[config.mk]
export PLATFORM = sky130hd
export DESIGN_NAME = alu_unit
export DESIGN_NICKNAME = d
export VERILOG_FILES = /design/src/rtl/alu_unit_pkg.sv /design/src/rtl/alu_addsub.sv /design/src/rtl/alu_unit.sv
export SDC_FILE = /design/constraint.sdc
export NUM_CORES = 1
export LEC_CHECK = 0
export BUFFER_PORTS_ARGS = -buffer_cell sky130_fd_sc_hd__buf_2
export CORE_ASPECT_RATIO = 1.75
export CORE_UTILIZATION = 46
export DETAILED_ROUTE_END_ITERATION = 6
export GPL_TIMING_DRIVEN = 0
export PLACE_DENSITY = 0.71
export SETUP_SLACK_MARGIN = 0.1
export SLEW_MARGIN = 10
export SYNTH_ARGS = -nofsm -noshare
export SYNTH_HDL_FRONTEND = slang
export SYNTH_SLANG_ARGS = --single-unit
[constraint.sdc]
create_clock -name clk -period 0.8 [get_ports clk]
set_input_delay 0.04 -clock clk [delete_from_list [all_inputs] [get_ports clk]]
set_output_delay 0.04 -clock clk [all_outputs]
set_load 0.1 [all_outputs]
[src/rtl/alu_unit_pkg.sv]
// rtl/alu_unit_pkg.sv - ALUFun code constants and datapath width shared by the ALU slice
package alu_unit_pkg;

  localparam int WIDTH = 32;

  typedef enum logic [1:0] {
    GRP_ARITH = 2'b00,
    GRP_LOGIC = 2'b01,
    GRP_SHIFT = 2'b10,
    GRP_CMP   = 2'b11
  } alu_grp_e;

  localparam logic [5:0] OP_ADD    = 6'b000000;
  localparam logic [5:0] OP_SUB    = 6'b000001;
  localparam logic [5:0] OP_AND    = 6'b011000;
  localparam logic [5:0] OP_OR     = 6'b011110;
  localparam logic [5:0] OP_XOR    = 6'b010110;
  localparam logic [5:0] OP_NOR    = 6'b010001;
  localparam logic [5:0] OP_PASS_A = 6'b011010;
  localparam logic [5:0] OP_SLL    = 6'b100000;
  localparam logic [5:0] OP_SRL    = 6'b100001;
  localparam logic [5:0] OP_SRA    = 6'b100011;

  // Compare codes live in ALUFun[3:1]; ALUFun[0] is a don't-care for this group.
  localparam logic [2:0] CMP_NEQ = 3'b000;
  localparam logic [2:0] CMP_EQ  = 3'b001;
  localparam logic [2:0] CMP_LT  = 3'b010;
  localparam logic [2:0] CMP_LTZ = 3'b101;
  localparam logic [2:0] CMP_LEZ = 3'b110;
  localparam logic [2:0] CMP_GTZ = 3'b111;

endpackage

[src/rtl/alu_addsub.sv]
// rtl/alu_addsub.sv - shared adder/subtractor used by arithmetic ops and by EQ/LT compares
module alu_addsub #(
  parameter int W = 32
) (
  input  logic [W-1:0] a,
  input  logic [W-1:0] b,
  input  logic         sub,
  output logic [W-1:0] sum,
  output logic         carry,
  output logic         overflow,
  output logic         zero
);

  logic [W-1:0] b_eff;

  // Subtraction is a + ~b + 1, so carry=0 on a subtract means a borrow occurred.
  assign b_eff          = sub ? ~b : b;
  assign {carry, sum}   = {1'b0, a} + {1'b0, b_eff} + {{W{1'b0}}, sub};
  assign overflow       = (a[W-1] == b_eff[W-1]) && (sum[W-1] != a[W-1]);
  assign zero           = (sum == '0);

endmodule

[src/rtl/alu_unit.sv]
// rtl/alu_unit.sv - single-stage registered ALU: arithmetic, logic, shift and compare ops
module alu_unit #(
  parameter int WIDTH = alu_unit_pkg::WIDTH
) (
  input  logic             clk,
  input  logic             rst_n,
  input  logic [WIDTH-1:0] A,
  input  logic [WIDTH-1:0] B,
  input  logic [5:0]       ALUFun,
  input  logic             Sign,
  output logic [WIDTH-1:0] Z,
  output logic             Zero,
  output logic             Overflow,
  output logic             Negative
);
  import alu_unit_pkg::*;

  localparam int SHW = $clog2(WIDTH);

  logic [WIDTH-1:0] as_sum;
  logic             as_carry, as_ovf, as_zero;
  logic             is_add, is_sub, is_arith;
  logic             lt, cmp_bit;
  logic [SHW-1:0]   shamt;
  logic [WIDTH-1:0] z_d;
  logic             zero_d, ovf_d, neg_d;

  assign is_add   = (ALUFun == OP_ADD);
  assign is_sub   = (ALUFun == OP_SUB);
  assign is_arith = is_add | is_sub;
  assign shamt    = A[SHW-1:0];

  // Everything except ADD subtracts, so compares reuse the same subtractor.
  alu_addsub #(.W(WIDTH)) u_addsub (
    .a        (A),
    .b        (B),
    .sub      (!is_add),
    .sum      (as_sum),
    .carry    (as_carry),
    .overflow (as_ovf),
    .zero     (as_zero)
  );

  assign lt = Sign ? (as_sum[WIDTH-1] ^ as_ovf) : !as_carry;

  always_comb begin
    cmp_bit = 1'b0;
    case (ALUFun[3:1])
      CMP_EQ:  cmp_bit = as_zero;
      CMP_NEQ: cmp_bit = !as_zero;
      CMP_LT:  cmp_bit = lt;
      CMP_LEZ: cmp_bit = A[WIDTH-1] | (A == '0);
      CMP_LTZ: cmp_bit = A[WIDTH-1];
      CMP_GTZ: cmp_bit = !A[WIDTH-1] && (A != '0);
      default: cmp_bit = 1'b0;
    endcase
  end

  always_comb begin
    z_d = '0;
    case (alu_grp_e'(ALUFun[5:4]))
      GRP_ARITH: if (is_arith) z_d = as_sum;
      GRP_LOGIC: begin
        case (ALUFun)
          OP_AND:    z_d = A & B;
          OP_OR:     z_d = A | B;
          OP_XOR:    z_d = A ^ B;
          OP_NOR:    z_d = ~(A | B);
          OP_PASS_A: z_d = A;
          default:   z_d = '0;
        endcase
      end
      GRP_SHIFT: begin
        case (ALUFun)
          OP_SLL:  z_d = B << shamt;
          OP_SRL:  z_d = B >> shamt;
          OP_SRA:  z_d = WIDTH'($signed(B) >>> shamt);
          default: z_d = '0;
        endcase
      end
      GRP_CMP:   z_d = {{(WIDTH-1){1'b0}}, cmp_bit};
      default:   z_d = '0;
    endcase
  end

  // Unsigned mode reports carry (ADD) or borrow (SUB) through the overflow flag.
  assign zero_d = is_arith & as_zero;
  assign ovf_d  = is_arith & (Sign ? as_ovf : (is_sub ? !as_carry : as_carry));
  assign neg_d  = is_arith & (Sign ? as_sum[WIDTH-1] : (is_sub & !as_carry));

  always_ff @(posedge clk or negedge rst_n) begin
    if (!rst_n) begin
      Z        <= '0;
      Zero     <= 1'b0;
      Overflow <= 1'b0;
      Negative <= 1'b0;
    end else begin
      Z        <= z_d;
      Zero     <= zero_d;
      Overflow <= ovf_d;
      Negative <= neg_d;
    end
  end

endmodule

==> flow_metrics.env, run 1 <==
export IMPL_outcome="stopped before the end"
export IMPL_flow_stopped_at="5_1_grt"
export IMPL_firstError="[ERROR GRT-0116] Global routing finished with congestion. Check the congestion regions in the DRC Viewer."
export IMPL_number_of_placed_i_o_pins=108
export IMPL_synth_edff_count=0
export IMPL_die_span_in_y_um=192
export IMPL_gp_routability_congestion=1.10
export IMPL_synth_area_um2=9460
export IMPL_globalRouteOverflowTotal=119
export IMPL_cell_row_count=69
export IMPL_grt_total_usage=0.665
export IMPL_cts_max_level=2
export IMPL_synthDistinctLibCells=74
export IMPL_synth_compound_gate_area_share=0.312
export IMPL_yosysWarningCount=0
export IMPL_synth_cells=1351
export IMPL_synth_seq_area_share=0.0925
export IMPL_cts_root_buf="sky130_fd_sc_hd__clkbuf_16"
export IMPL_maximum_number_of_pins_on_one_net_before_global_route_repair=36
export IMPL_postSynthRegisterBits=35
export IMPL_clkSinkCount=35
export IMPL_floorplan_initialDensity=0.468
export IMPL_synthMuxAreaShare=0.121
export IMPL_synth_adder_area_share=0.137
export IMPL_clockBufferDepth=2
export IMPL_synth_area_per_cell_um2=7.01
export IMPL_synth_net_count=1527
export IMPL_fp_dieW_um=110
export IMPL_io_buffer_count=104
export IMPL_post_synth_xor_area_fraction=0.0509
export IMPL_grt_pass1_wl_um=105000
export IMPL_share_of_flip_flops_with_an_asynchronous_set_or_reset=1.00
export IMPL_postPlaceCellArea_um2=10600
export IMPL_synth_simple_gate_area_frac=0.217
export IMPL_post_dp_hpwl_um=45300
export IMPL_cts_buffers=5
export IMPL_grt_pass1_vias=15214
export IMPL_dominant_combinational_cell_family_by_area_after_synthesis="compound AO/OA/AOI/OAI gates"
export IMPL_synth_flop_cell="sky130_fd_sc_hd__dfrtp_1"
==> cells in the mapped netlist, types with 5 or more instances <==
master / n / area [um2]
sky130_fd_sc_hd__o211ai_1: 26 / 195
sky130_fd_sc_hd__o2111ai_1: 7 / 61.3
sky130_fd_sc_hd__a22oi_1: 18 / 135
sky130_fd_sc_hd__nor4_1: 16 / 100
sky130_fd_sc_hd__xnor2_1: 43 / 377
sky130_fd_sc_hd__a31oi_1: 9 / 56.3
sky130_fd_sc_hd__o21ai_1: 7 / 35.0
sky130_fd_sc_hd__nand2_1: 139 / 522
sky130_fd_sc_hd__a222oi_1: 16 / 160
sky130_fd_sc_hd__o21a_1: 6 / 45.0
sky130_fd_sc_hd__nor3_1: 22 / 110
sky130_fd_sc_hd__mux2_2: 6 / 67.6
sky130_fd_sc_hd__o21ai_0: 112 / 561
sky130_fd_sc_hd__a211oi_1: 12 / 90.1
sky130_fd_sc_hd__nand4_1: 26 / 163
sky130_fd_sc_hd__and3_1: 10 / 62.6
sky130_fd_sc_hd__nor2_1: 161 / 604
sky130_fd_sc_hd__a21oi_1: 116 / 581
sky130_fd_sc_hd__mux4_2: 26 / 586
sky130_fd_sc_hd__xor2_1: 12 / 105
sky130_fd_sc_hd__a211o_1: 8 / 70.1
sky130_fd_sc_hd__o22ai_1: 20 / 125
sky130_fd_sc_hd__nor2b_1: 5 / 31.3
sky130_fd_sc_hd__or4_1: 6 / 45.0
sky130_fd_sc_hd__o31ai_1: 8 / 60.1
sky130_fd_sc_hd__ha_1: 102 / 1280
sky130_fd_sc_hd__o21bai_1: 5 / 37.5
sky130_fd_sc_hd__mux2i_1: 49 / 490
sky130_fd_sc_hd__a21o_1: 10 / 75.1
sky130_fd_sc_hd__nand3_1: 20 / 100
sky130_fd_sc_hd__dfrtp_1: 35 / 876
sky130_fd_sc_hd__or3_1: 9 / 56.3
sky130_fd_sc_hd__a221oi_1: 18 / 158
sky130_fd_sc_hd__inv_1: 73 / 274
sky130_fd_sc_hd__buf_1: 19 / 71.3
sky130_fd_sc_hd__clkbuf_1: 80 / 300
sky130_fd_sc_hd__nand2b_1: 15 / 93.8
sky130_fd_sc_hd__o221ai_1: 8 / 70.1
==> layer usage <==
metal / overflow / GRT usage
met1: 0 / 0.654
met2: 56 / 0.928
met3: 0 / 0.364
met4: 62 / 0.761
met5: 1 / 0.00952
==> stage by stage <==
| stage | std cells | utilization | setup slack [ns] |
|---|---|---|---|
| CTS | 1770 | 0.640 | -3.18 |
| detailed placement | 1704 | 0.523 | -4.09 |
| global placement | 1703 | 0.523 | -4.09 |
| floorplan | 1351 | - | -2.76 |
==> cells by family after synthesis <==
kind of cell	after synthesis
DFF	35
AOI/OAI and AO/OA	450
muxes	81
xor gates and xnor gates	55
buffers and inverters	175
adders and majority gates	103
and+or+nand+nor	452
==> what timing repair did <==
| action | CTS |
|---|---|
| cloned | 1 |
| resized for setup | 415 |
| hold endpoints to repair | 35 |
| setup endpoints to repair | 70 |
| pin swaps | 75 |
| buffers inserted | 60 |
==> run 2, diff against run 1 <==
--- a/config.mk
+++ b/config.mk
@@ -6,12 +6,10 @@
 export NUM_CORES = 1
 export LEC_CHECK = 0
 export BUFFER_PORTS_ARGS = -buffer_cell sky130_fd_sc_hd__buf_2
-export CORE_ASPECT_RATIO = 1.75
-export CORE_UTILIZATION = 46
+export CORE_UTILIZATION = 31
 export DETAILED_ROUTE_END_ITERATION = 6
 export GPL_TIMING_DRIVEN = 0
-export PLACE_DENSITY = 0.71
-export SETUP_SLACK_MARGIN = 0.1
+export PLACE_DENSITY_LB_ADDON = 0.15
 export SLEW_MARGIN = 10
 export SYNTH_ARGS = -nofsm -noshare
 export SYNTH_HDL_FRONTEND = slang
==> run 2 against run 1 <==
Against the previous run: the flow now finishes, with violations (negative hold slack, negative setup slack); synthesized cell count did not move; synthesized area stayed put.
==> flow_metrics.env, run 2 <==
export IMPL_globalRouteOverflowTotal=0
export IMPL_synth_cells=1351
export IMPL_antenna_cells=0
export IMPL_drt_pass1_iter_count=6
export IMPL_relSlewSlack=0.288
export IMPL_power_static_leakage_nw=5.69
export IMPL_pwr_share_clk=0.162
export IMPL_most_common_layout_cells="sky130_fd_sc_hd__nor2_1, sky130_fd_sc_hd__nand2_1, sky130_fd_sc_hd__a21oi_1"
export IMPL_synthToLayoutAreaGrowth_pct=44.6
export IMPL_synth_top_area_frac=0.135
export IMPL_synth_area_per_cell_um2=7.01
export IMPL_grt_pass1_vias=11702
export IMPL_final_core_util=0.458
export IMPL_cell_row_count=63
export IMPL_post_dp_hpwl_um=45200
export IMPL_grt_pass1_wl_um=81000
export IMPL_worst_endpoint_arrival_ns=4.10
export IMPL_number_of_placed_i_o_pins=108
export IMPL_post_route_period_util=4.84
export IMPL_route_detailed_wl_per_inst_um=29.8
export IMPL_pwr_share_comb=0.707
export IMPL_powerDensity_nw_per_um2=1080
export IMPL_yosysMostFrequentCell="sky130_fd_sc_hd__nor2_1"
export IMPL_cpPeakStageDelay_ns=0.51
export IMPL_gp_routability_congestion=1.03
export IMPL_multi_input_area_um2=9480
export IMPL_synth_edff_count=0
export IMPL_worstPathCellList="buf_6 -> buf_8 -> nor4_4 -> clkbuf_8 -> nand2_8 -> buf_12 -> xnor2_4 -> ha_4 -> buf_4 -> a21oi_4 -> a211oi_4 -> o311a_1 -> or4_1 -> o211ai_2 -> and3_4 -> nand4_1 -> buf_4 -> or4_1 -> o211ai_1"
export IMPL_largest_register_ffs=32
export IMPL_design_core_area_um2=29900
export IMPL_cts_root_buf="sky130_fd_sc_hd__clkbuf_16"
export IMPL_floorplan_initialDensity=0.317
export IMPL_cellInternalPower_mw=7.31
export IMPL_cts_buffers=5
export IMPL_ir_worst_vdd_uv=716
export IMPL_hold_slack_ns=-0.154
export IMPL_mostFrequentLayoutCell="sky130_fd_sc_hd__nor2_1"
export IMPL_synth_cells_most_frequent="sky130_fd_sc_hd__nor2_1, sky130_fd_sc_hd__nand2_1, sky130_fd_sc_hd__a21oi_1"
export IMPL_clock_fmax_mhz=258
export IMPL_worst_slew_pin_slew_ns=1.07
export IMPL_worst_slack_ns=-3.07
export IMPL_critPathLaunchType="input pin"
export IMPL_holdCritPathClass="input pin to asynchronous set/reset pin"
export IMPL_vias=12427
export IMPL_route_detailed_drc=0
export IMPL_share_seq_of_total_power=0.131
export IMPL_report_final_setup_viol=70
export IMPL_synthDistinctLibCells=74
export IMPL_clockBufferDepth=2
export IMPL_postSynthRegisterBits=35
export IMPL_synth_area_um2=9460
export IMPL_yosys_area_top_type="sky130_fd_sc_hd__ha_1"
export IMPL_detail_route_antenna_nets=0
export IMPL_regMostFlops="Z"
export IMPL_share_of_flip_flops_with_an_asynchronous_set_or_reset=1.00
export IMPL_routed_via_density=6.46
export IMPL_total_nets_final=1710
export IMPL_critical_path_required_ns=1.03
export IMPL_final_fill_count=2973
export IMPL_clkSinkCount=35
export IMPL_finalMaxSlewViolations=0
export IMPL_crit_type="input pin to register"
export IMPL_violations="negative hold slack, negative setup slack"
export IMPL_io_buffer_count=104
export IMPL_grt_antenna_before_repair=0
export IMPL_netsw_mw=7.50
export IMPL_outcome="complete, but fails checks"
export IMPL_synth_net_count=1527
export IMPL_maximum_number_of_pins_on_one_net_before_global_route_repair=36
export IMPL_timing_critical_path_slowest_stage_cell="sky130_fd_sc_hd__or4_1"
export IMPL_yosysWarningCount=0
export IMPL_cts_max_level=2
export IMPL_die_area_um2=31200
export IMPL_power_total_mw=14.8
export IMPL_synth_flop_cell="sky130_fd_sc_hd__dfrtp_1"
export IMPL_path_clk_slew_ns=0.07
export IMPL_period_minus_slack_ns=3.87
export IMPL_routed_wl_um=57500
export IMPL_grt_setup_unrepaired="true"
export IMPL_synth_top_cells_by_area="sky130_fd_sc_hd__ha_1, sky130_fd_sc_hd__dfrtp_1, sky130_fd_sc_hd__nor2_1, sky130_fd_sc_hd__mux4_2, sky130_fd_sc_hd__a21oi_1"
export IMPL_layout_drive_gt1_share=0.358
export IMPL_cts_tree="yes"
export IMPL_timing_hold_violations_final=35
export IMPL_grt_total_usage=0.361
export IMPL_crit_path_max_fo=5
export IMPL_synth_seq_area_share=0.0925
export IMPL_total_area_of_sequential_cells_um2=918
export IMPL_drt_first_iter_violations=1345
export IMPL_maxCapViolations=0
export IMPL_fp_dieW_um=177
export IMPL_critPathCaptureType="register"
export IMPL_netSwitchingFraction=0.506
export IMPL_die_span_in_y_um=177
-- run 2: cell counts after synthesis --
No cell type changed its count.
-- run 2: layer usage --
metal / vias up / part of all wire / global-route usage / wire length (um)
met5: - / 0 / 0 / 0
met4: 0 / 0.045 / 0.146 / 2610
met3: 135 / 0.098 / 0.0945 / 5620
li1: 5409 / - / - / -
met2: 728 / 0.43 / 0.539 / 24700
met1: 6155 / 0.43 / 0.488 / 24600
-- run 2: kinds of logic (layout without fill, tap and decap cells) --
| family | after synthesis | after routing | synth area share |
|---|---|---|---|
| simple gates | 452 | 452 | 0.217 |
| xor+xnor | 55 | 55 | 0.0509 |
| flops | 35 | 35 | 0.0925 |
| compound gates | 450 | 450 | 0.312 |
| mux | 81 | 81 | 0.121 |
| fa+ha+maj | 103 | 103 | 0.137 |
| buf+inv | 175 | 359 | 0.0697 |
-- run 2: power by group through the flow --
stage               sequential, mW  clock (mW)  combinational (mW)
finish                        1.94        2.40                10.5
CTS                           1.93        2.46                9.37
detailed placement            1.93           0                7.60
global placement              1.93           0                7.65
global route                  1.94        2.50                10.9
floorplan                     2.66           0                4.24
-- run 2: worst paths after layout --
kind                            from       end  slack (ns)
max                        ALUFun[0]      Z[0]       -3.07
min                            rst_n      Zero       -0.15
min in group clk                Sign  Overflow        0.09
max in group asynchronous      rst_n      Z[7]        0.34
-- run 2: cell type report --
cell class              count  share of cell area
repair buffers            185               0.115
clock inverters             3             0.00320
well taps                 390              0.0357
plain buffers              92              0.0561
flip-flops and latches     35              0.0671
inverters                  74              0.0209
clock buffers               5             0.00914
multi-input cells        1141               0.693
-- run 2: through the flow --
step	std cells	TNS [ns]	setup WS (ns)	instance area (um2)
2_1_floorplan	1351	-66.72	-2.76	9730
3_3_place_gp	1845	-108.73	-4.18	10700
3_5_place_dp	1845	-108.92	-4.07	10700
4_1_cts	1895	-78.50	-3.07	12900
5_1_grt	1925	-80.90	-3.16	13700
6_report	1925	-77.81	-3.07	13700
-- run 2: timing repair --
action                                  4_1_cts  5_1_grt
gates cloned                                  2        0
buffers inserted                             49       32
resized for setup                           396      120
endpoints found under the setup margin       70       70
hold endpoints to repair                     35       35
pin swaps                                    83       56
-- run 2: critical path: cells and delay by family --
kind            cells  cell delay [ns]
xor+xnor            1             0.15
fa+ha+maj           1             0.23
simple gates        6             1.75
buf+inv             6             0.94
compound gates      5             0.98
Note: power is estimated with default switching activity, not from simulation.
==> run 3, diff against run 2 <==
--- a/config.mk
+++ b/config.mk
@@ -6,8 +6,11 @@
 export NUM_CORES = 1
 export LEC_CHECK = 0
 export BUFFER_PORTS_ARGS = -buffer_cell sky130_fd_sc_hd__buf_2
+export CELL_PAD_IN_SITES_DETAIL_PLACEMENT = 0
+export CELL_PAD_IN_SITES_GLOBAL_PLACEMENT = 2
 export CORE_UTILIZATION = 31
 export DETAILED_ROUTE_END_ITERATION = 6
+export GPL_ROUTABILITY_DRIVEN = 0
 export GPL_TIMING_DRIVEN = 0
 export PLACE_DENSITY_LB_ADDON = 0.15
 export SLEW_MARGIN = 10
==> run 3 against run 2 <==
Against the previous run: the run still ends with negative hold slack, negative setup slack left; utilization grew 1.3 points; non-clock buffer count increased by 16; count of clock-buffer cells in the layout stayed put; fmax is 1.0% lower; die area stayed put; via count up 0.61%; global-route usage decreased by 1.4 points; final cell count grew 0.83%; design area is 2.8% higher; largest power group unchanged.
==> flow_metrics.env, run 3 (synthesized netlist as in run 2, its figures left out) <==
export IMPL_cts_max_level=2
export IMPL_die_area_um2=31200
export IMPL_maximum_number_of_pins_on_one_net_before_global_route_repair=36
export IMPL_drt_pass1_iter_count=6
export IMPL_clock_fmax_mhz=256
export IMPL_share_seq_of_total_power=0.131
export IMPL_grt_total_usage=0.347
export IMPL_critPathCaptureType="register"
export IMPL_violations="negative hold slack, negative setup slack"
export IMPL_timing_critical_path_slowest_stage_cell="sky130_fd_sc_hd__or4_4"
export IMPL_power_static_leakage_nw=5.81
export IMPL_total_nets_final=1726
export IMPL_die_span_in_y_um=177
export IMPL_routed_via_density=6.44
export IMPL_pwr_share_comb=0.726
export IMPL_powerDensity_nw_per_um2=1050
export IMPL_clkSinkCount=35
export IMPL_critPathLaunchType="input pin"
export IMPL_design_core_area_um2=29900
export IMPL_finalMaxSlewViolations=0
export IMPL_grt_pass1_vias=11918
export IMPL_synthToLayoutAreaGrowth_pct=48.7
export IMPL_regMostFlops="Z"
export IMPL_antenna_cells=0
export IMPL_netSwitchingFraction=0.512
export IMPL_cpPeakStageDelay_ns=0.43
export IMPL_final_core_util=0.471
export IMPL_critical_path_top_cell_by_count="sky130_fd_sc_hd__buf_8"
export IMPL_pwr_share_clk=0.143
export IMPL_ir_worst_vdd_uv=816
export IMPL_cell_row_count=63
export IMPL_io_buffer_count=104
export IMPL_path_clk_slew_ns=0.07
export IMPL_post_route_period_util=4.89
export IMPL_drt_first_iter_violations=1445
export IMPL_vias=12503
export IMPL_floorplan_initialDensity=0.317
export IMPL_hold_slack_ns=-0.155
export IMPL_outcome="complete, but fails checks"
export IMPL_crit_path_max_fo=6
export IMPL_holdCritPathClass="input pin to asynchronous set/reset pin"
export IMPL_report_final_setup_viol=70
export IMPL_route_detailed_wl_per_inst_um=28.6
export IMPL_post_dp_hpwl_um=43000
export IMPL_grt_antenna_before_repair=0
export IMPL_grt_pass1_wl_um=79300
export IMPL_multi_input_area_um2=9740
export IMPL_final_fill_count=2981
export IMPL_timing_hold_violations_final=35
export IMPL_most_common_layout_cells="sky130_fd_sc_hd__nor2_1, sky130_fd_sc_hd__nand2_1, sky130_fd_sc_hd__a21oi_1"
export IMPL_cts_root_buf="sky130_fd_sc_hd__clkbuf_16"
export IMPL_worst_slew_pin_slew_ns=0.910
export IMPL_cts_buffers=5
export IMPL_routed_wl_um=55400
export IMPL_detail_route_antenna_nets=0
export IMPL_relSlewSlack=0.393
export IMPL_worst_slack_ns=-3.11
export IMPL_layout_drive_gt1_share=0.372
export IMPL_cts_tree="yes"
export IMPL_clockBufferDepth=2
export IMPL_grt_setup_unrepaired="true"
export IMPL_netsw_mw=7.57
export IMPL_critical_path_required_ns=1.02
export IMPL_fp_dieW_um=177
export IMPL_route_detailed_drc=0
export IMPL_total_area_of_sequential_cells_um2=918
export IMPL_cellInternalPower_mw=7.23
export IMPL_crit_type="input pin to register"
export IMPL_largest_register_ffs=32
export IMPL_maxCapViolations=0
export IMPL_worst_endpoint_arrival_ns=4.14
export IMPL_globalRouteOverflowTotal=0
export IMPL_worstPathCellList="buf_8 -> buf_8 -> nor4_4 -> clkbuf_8 -> nand2_8 -> buf_12 -> xnor2_4 -> ha_4 -> buf_8 -> a21o_1 -> o2bb2ai_4 -> o41a_1 -> o21a_1 -> or2_4 -> o311ai_4 -> o2111ai_2 -> buf_4 -> or4_4 -> nor2_4"
export IMPL_number_of_placed_i_o_pins=108
export IMPL_period_minus_slack_ns=3.91
export IMPL_mostFrequentLayoutCell="sky130_fd_sc_hd__nor2_1"
[run 3: cell types whose count changed in the layout (fill, tap and decap cells not counted), sizes merged]
cell      delta
buf         +14
clkbuf       +3
clkinvlp     +2
bufbuf       -1
bufinv       -1
clkinv       -1
[run 3: layout make-up]
type,count,share of cell area
flip-flops and latches,35,0.0653
clock buffers,5,0.00889
clock inverters,3,0.00142
repair buffers,201,0.123
well taps,390,0.0347
plain buffers,92,0.0535
multi-input cells,1141,0.692
inverters,74,0.0206
[run 3: path summary, 6_finish.rpt]
check	slack, ns	to	startpoint	cells after the start
worst max-delay path	-3.11	Zero	ALUFun[0]	19
worst min-delay path	-0.16	Z[25]	rst_n	1
max in group asynchronous	0.34	Z[3]	rst_n	1
min in group clk	0.11	Overflow	Sign	3
[run 3: per-layer routing]
layer,vias up,routed length [um],global-route usage
li1,5444,-,-
met1,6095,23500,0.478
met2,835,24100,0.525
met3,129,5390,0.0689
met4,0,2440,0.140
met5,-,0,0
[run 3: worst max-delay path, delay by kind of cell]
kind | cells | cell delay [ns]
AO/OA/AOI/OAI | 6 | 1.55
buffers and inverters | 6 | 0.90
XOR/XNOR | 1 | 0.21
AND/OR/NAND/NOR | 5 | 1.16
adder cells (fa/ha/maj) | 1 | 0.24
[run 3: through the flow]
stage               TNS (ns)  area [um2]  std cells  worst slack [ns]  total power, mW
detailed placement   -105.11       10700       1845             -4.01             9.41
CTS                   -75.30       13300       1911             -3.03             13.8
floorplan             -66.72        9730       1351             -2.76             6.90
finish                -76.64       14100       1941             -3.11             14.8
global placement     -104.21       10700       1845             -3.98             9.44
global route          -79.88       14100       1941             -3.18             15.4
[run 3: power by group through the flow]
stage | sequential, mW | clock [mW] | combinational [mW]
3_5_place_dp | 1.93 | 0 | 7.48
5_1_grt | 1.95 | 2.24 | 11.2
3_3_place_gp | 1.93 | 0 | 7.51
2_1_floorplan | 2.66 | 0 | 4.24
6_report | 1.94 | 2.11 | 10.7
4_1_cts | 1.93 | 2.17 | 9.71
[run 3: repair_timing]
| action | in CTS | in global routing |
|---|---|---|
| setup endpoints to repair | 70 | 70 |
| pin swaps | 112 | 83 |
| resized for setup | 441 | 126 |
| buffers inserted | 67 | 36 |
| hold endpoints to repair | 35 | 35 |
| gates cloned | 1 | 0 |
==> run 4, diff against run 3 <==
--- a/config.mk
+++ b/config.mk
@@ -13,6 +13,7 @@
 export GPL_ROUTABILITY_DRIVEN = 0
 export GPL_TIMING_DRIVEN = 0
 export PLACE_DENSITY_LB_ADDON = 0.15
+export SETUP_SLACK_MARGIN = 0.05
 export SLEW_MARGIN = 10
 export SYNTH_ARGS = -nofsm -noshare
 export SYNTH_HDL_FRONTEND = slang
==> run 4 against run 3 <==
Against the previous run: the flow still finishes with violations (negative hold slack, negative setup slack); via count shrank 0.68%; combinational power shrank 4%; utilization is 1.3 points lower; sequential share of layout area is 0.19 points higher; critical path depth unchanged; wire length fell by 0.64%; worst hold slack gained 0.0031 ns; count of clock-buffer cells in the layout unchanged; flip-flop and latch count stayed put; largest cell class unchanged; largest power group unchanged.
==> flow_metrics.env, run 4 (synthesized netlist as in run 2, its figures left out) <==
export IMPL_antenna_cells=0
export IMPL_grt_pass1_wl_um=79800
export IMPL_clock_fmax_mhz=255
export IMPL_worst_endpoint_arrival_ns=4.14
export IMPL_vias=12418
export IMPL_critical_path_top_delay_family="compound AO/OA/AOI/OAI gates"
export IMPL_crit_path_max_fo=7
export IMPL_critical_path_buf_inv_count=6
export IMPL_worstPathCellList="buf_8 -> clkbuf_16 -> nor4_4 -> clkbuf_8 -> nand2_8 -> buf_12 -> xnor2_4 -> ha_4 -> buf_8 -> a21o_1 -> o2bb2ai_4 -> o41a_1 -> o21a_1 -> or2_4 -> o311ai_4 -> o2111ai_2 -> buf_4 -> or4_4 -> nor2_4"
export IMPL_clkSinkCount=35
export IMPL_route_detailed_drc=0
export IMPL_number_of_placed_i_o_pins=108
export IMPL_report_final_setup_viol=70
export IMPL_holdCritPathClass="input pin to asynchronous set/reset pin"
export IMPL_drt_first_iter_violations=1496
export IMPL_cts_tree="yes"
export IMPL_period_minus_slack_ns=3.92
export IMPL_powerDensity_nw_per_um2=1050
export IMPL_ir_worst_vdd_uv=759
export IMPL_grt_total_usage=0.348
export IMPL_layout_cells_non_filler=1927
export IMPL_worst_slew_pin_slew_ns=0.977
export IMPL_total_nets_final=1712
export IMPL_worst_slack_ns=-3.12
export IMPL_drt_pass1_iter_count=6
export IMPL_grt_setup_unrepaired="true"
export IMPL_path_clk_slew_ns=0.07
export IMPL_cts_root_buf="sky130_fd_sc_hd__clkbuf_16"
export IMPL_routed_wl_um=55100
export IMPL_placement_setup_worst_slack_ns=-4.01
export IMPL_floorplan_initialDensity=0.317
export IMPL_multi_input_area_um2=9400
export IMPL_cts_max_level=2
export IMPL_violations="negative hold slack, negative setup slack"
export IMPL_power_static_leakage_nw=5.67
export IMPL_finalMaxSlewViolations=0
export IMPL_largest_register_ffs=32
export IMPL_io_buffer_count=104
export IMPL_relSlewSlack=0.349
export IMPL_most_common_layout_cells="sky130_fd_sc_hd__nor2_1, sky130_fd_sc_hd__nand2_1, sky130_fd_sc_hd__ha_1"
export IMPL_grt_antenna_before_repair=1
export IMPL_total_area_of_sequential_cells_um2=918
export IMPL_crit_type="input pin to register"
export IMPL_outcome="complete, but fails checks"
export IMPL_postPlaceCellArea_um2=10700
export IMPL_route_detailed_wl_per_inst_um=28.6
export IMPL_routed_via_density=6.44
export IMPL_layout_drive_gt1_share=0.353
export IMPL_fp_dieW_um=177
export IMPL_mostFrequentLayoutCell="sky130_fd_sc_hd__nor2_1"
export IMPL_post_dp_hpwl_um=43000
export IMPL_regMostFlops="Z"
export IMPL_grt_pass1_vias=11887
export IMPL_hold_slack_ns=-0.152
export IMPL_die_span_in_y_um=177
export IMPL_design_core_area_um2=29900
export IMPL_critical_path_top_cell_by_count="sky130_fd_sc_hd__buf_8"
export IMPL_critical_path_required_ns=1.02
export IMPL_timing_critical_path_slowest_stage_cell="sky130_fd_sc_hd__or4_4"
export IMPL_post_route_period_util=4.90
export IMPL_critPathCaptureType="register"
export IMPL_detail_route_antenna_nets=0
export IMPL_cts_buffers=5
export IMPL_die_area_um2=31200
export IMPL_final_fill_count=3034
export IMPL_globalRouteOverflowTotal=0
export IMPL_placed_cells_incl_taps=1845
export IMPL_maximum_number_of_pins_on_one_net_before_global_route_repair=36
export IMPL_synthToLayoutAreaGrowth_pct=44.5
export IMPL_cell_row_count=63
export IMPL_fin_area_um2=13700
export IMPL_clockBufferDepth=2
export IMPL_timing_hold_violations_final=35
export IMPL_maxCapViolations=0
export IMPL_critPathLaunchType="input pin"
export IMPL_cpPeakStageDelay_ns=0.43
## run 4: changes by cell type in the layout (fill, tap and decap cells not counted), moves of 5 or more
| cell | before | now |
|---|---|---|
| sky130_fd_sc_hd__a21oi_4 | 11 | 6 |
| sky130_fd_sc_hd__buf_4 | 76 | 70 |
| sky130_fd_sc_hd__buf_2 | 72 | 67 |
| sky130_fd_sc_hd__ha_1 | 81 | 89 |
| sky130_fd_sc_hd__ha_4 | 16 | 5 |
| sky130_fd_sc_hd__buf_6 | 38 | 24 |
| sky130_fd_sc_hd__a21oi_2 | 17 | 24 |
## run 4: routing by layer
metal	wire length [um]	vias up	GRT usage
li1	-	5419	-
met1	23700	6070	0.485
met2	23600	801	0.525
met3	5190	128	0.0651
met4	2550	0	0.142
met5	0	-	0
## run 4: stage by stage
step                 util  hold WS (ns)  TNS (ns)  power [mW]
finish              0.458        -0.152    -79.02        14.4
detailed placement  0.359         0.215   -105.11        9.41
floorplan               -        -0.256    -66.72        6.90
global placement    0.359         0.192   -104.21        9.44
CTS                 0.438        -0.109    -75.68        13.6
global route        0.458       -0.0639    -82.29        15.0
## run 4: worst paths after layout
| path | from | to | slack [ns] | cells past startpoint |
|---|---|---|---|---|
| max in group asynchronous | rst_n | Z[2] | 0.34 | 1 |
| min in group clk | Sign | Overflow | 0.11 | 3 |
| min | rst_n | Z[25] | -0.15 | 1 |
| max | ALUFun[2] | Zero | -3.12 | 19 |
## run 4: repair_timing
action	CTS	global route
cloned	1	0
hold endpoints to repair	35	35
resized for setup	414	98
pin swaps	107	73
setup buffers	69	16
setup endpoints to repair	70	70
## run 4: area by class of cell
class                      instances  share of cell area
timing repair buffer             182               0.115
buffer                            97              0.0624
multi-input combinational       1141               0.688
clock inverter                     3             0.00146
sequential                        35              0.0672
tap                              390              0.0357
inverter                          74              0.0212
clock buffer                       5             0.00915
## run 4: where the power goes
part	internal, mW	switching [mW]	total [mW]
Combinational	3.91	6.39	10.3
Sequential	1.88	0.0612	1.94
Clock	1.15	0.957	2.11
Total	6.94	7.41	14.4
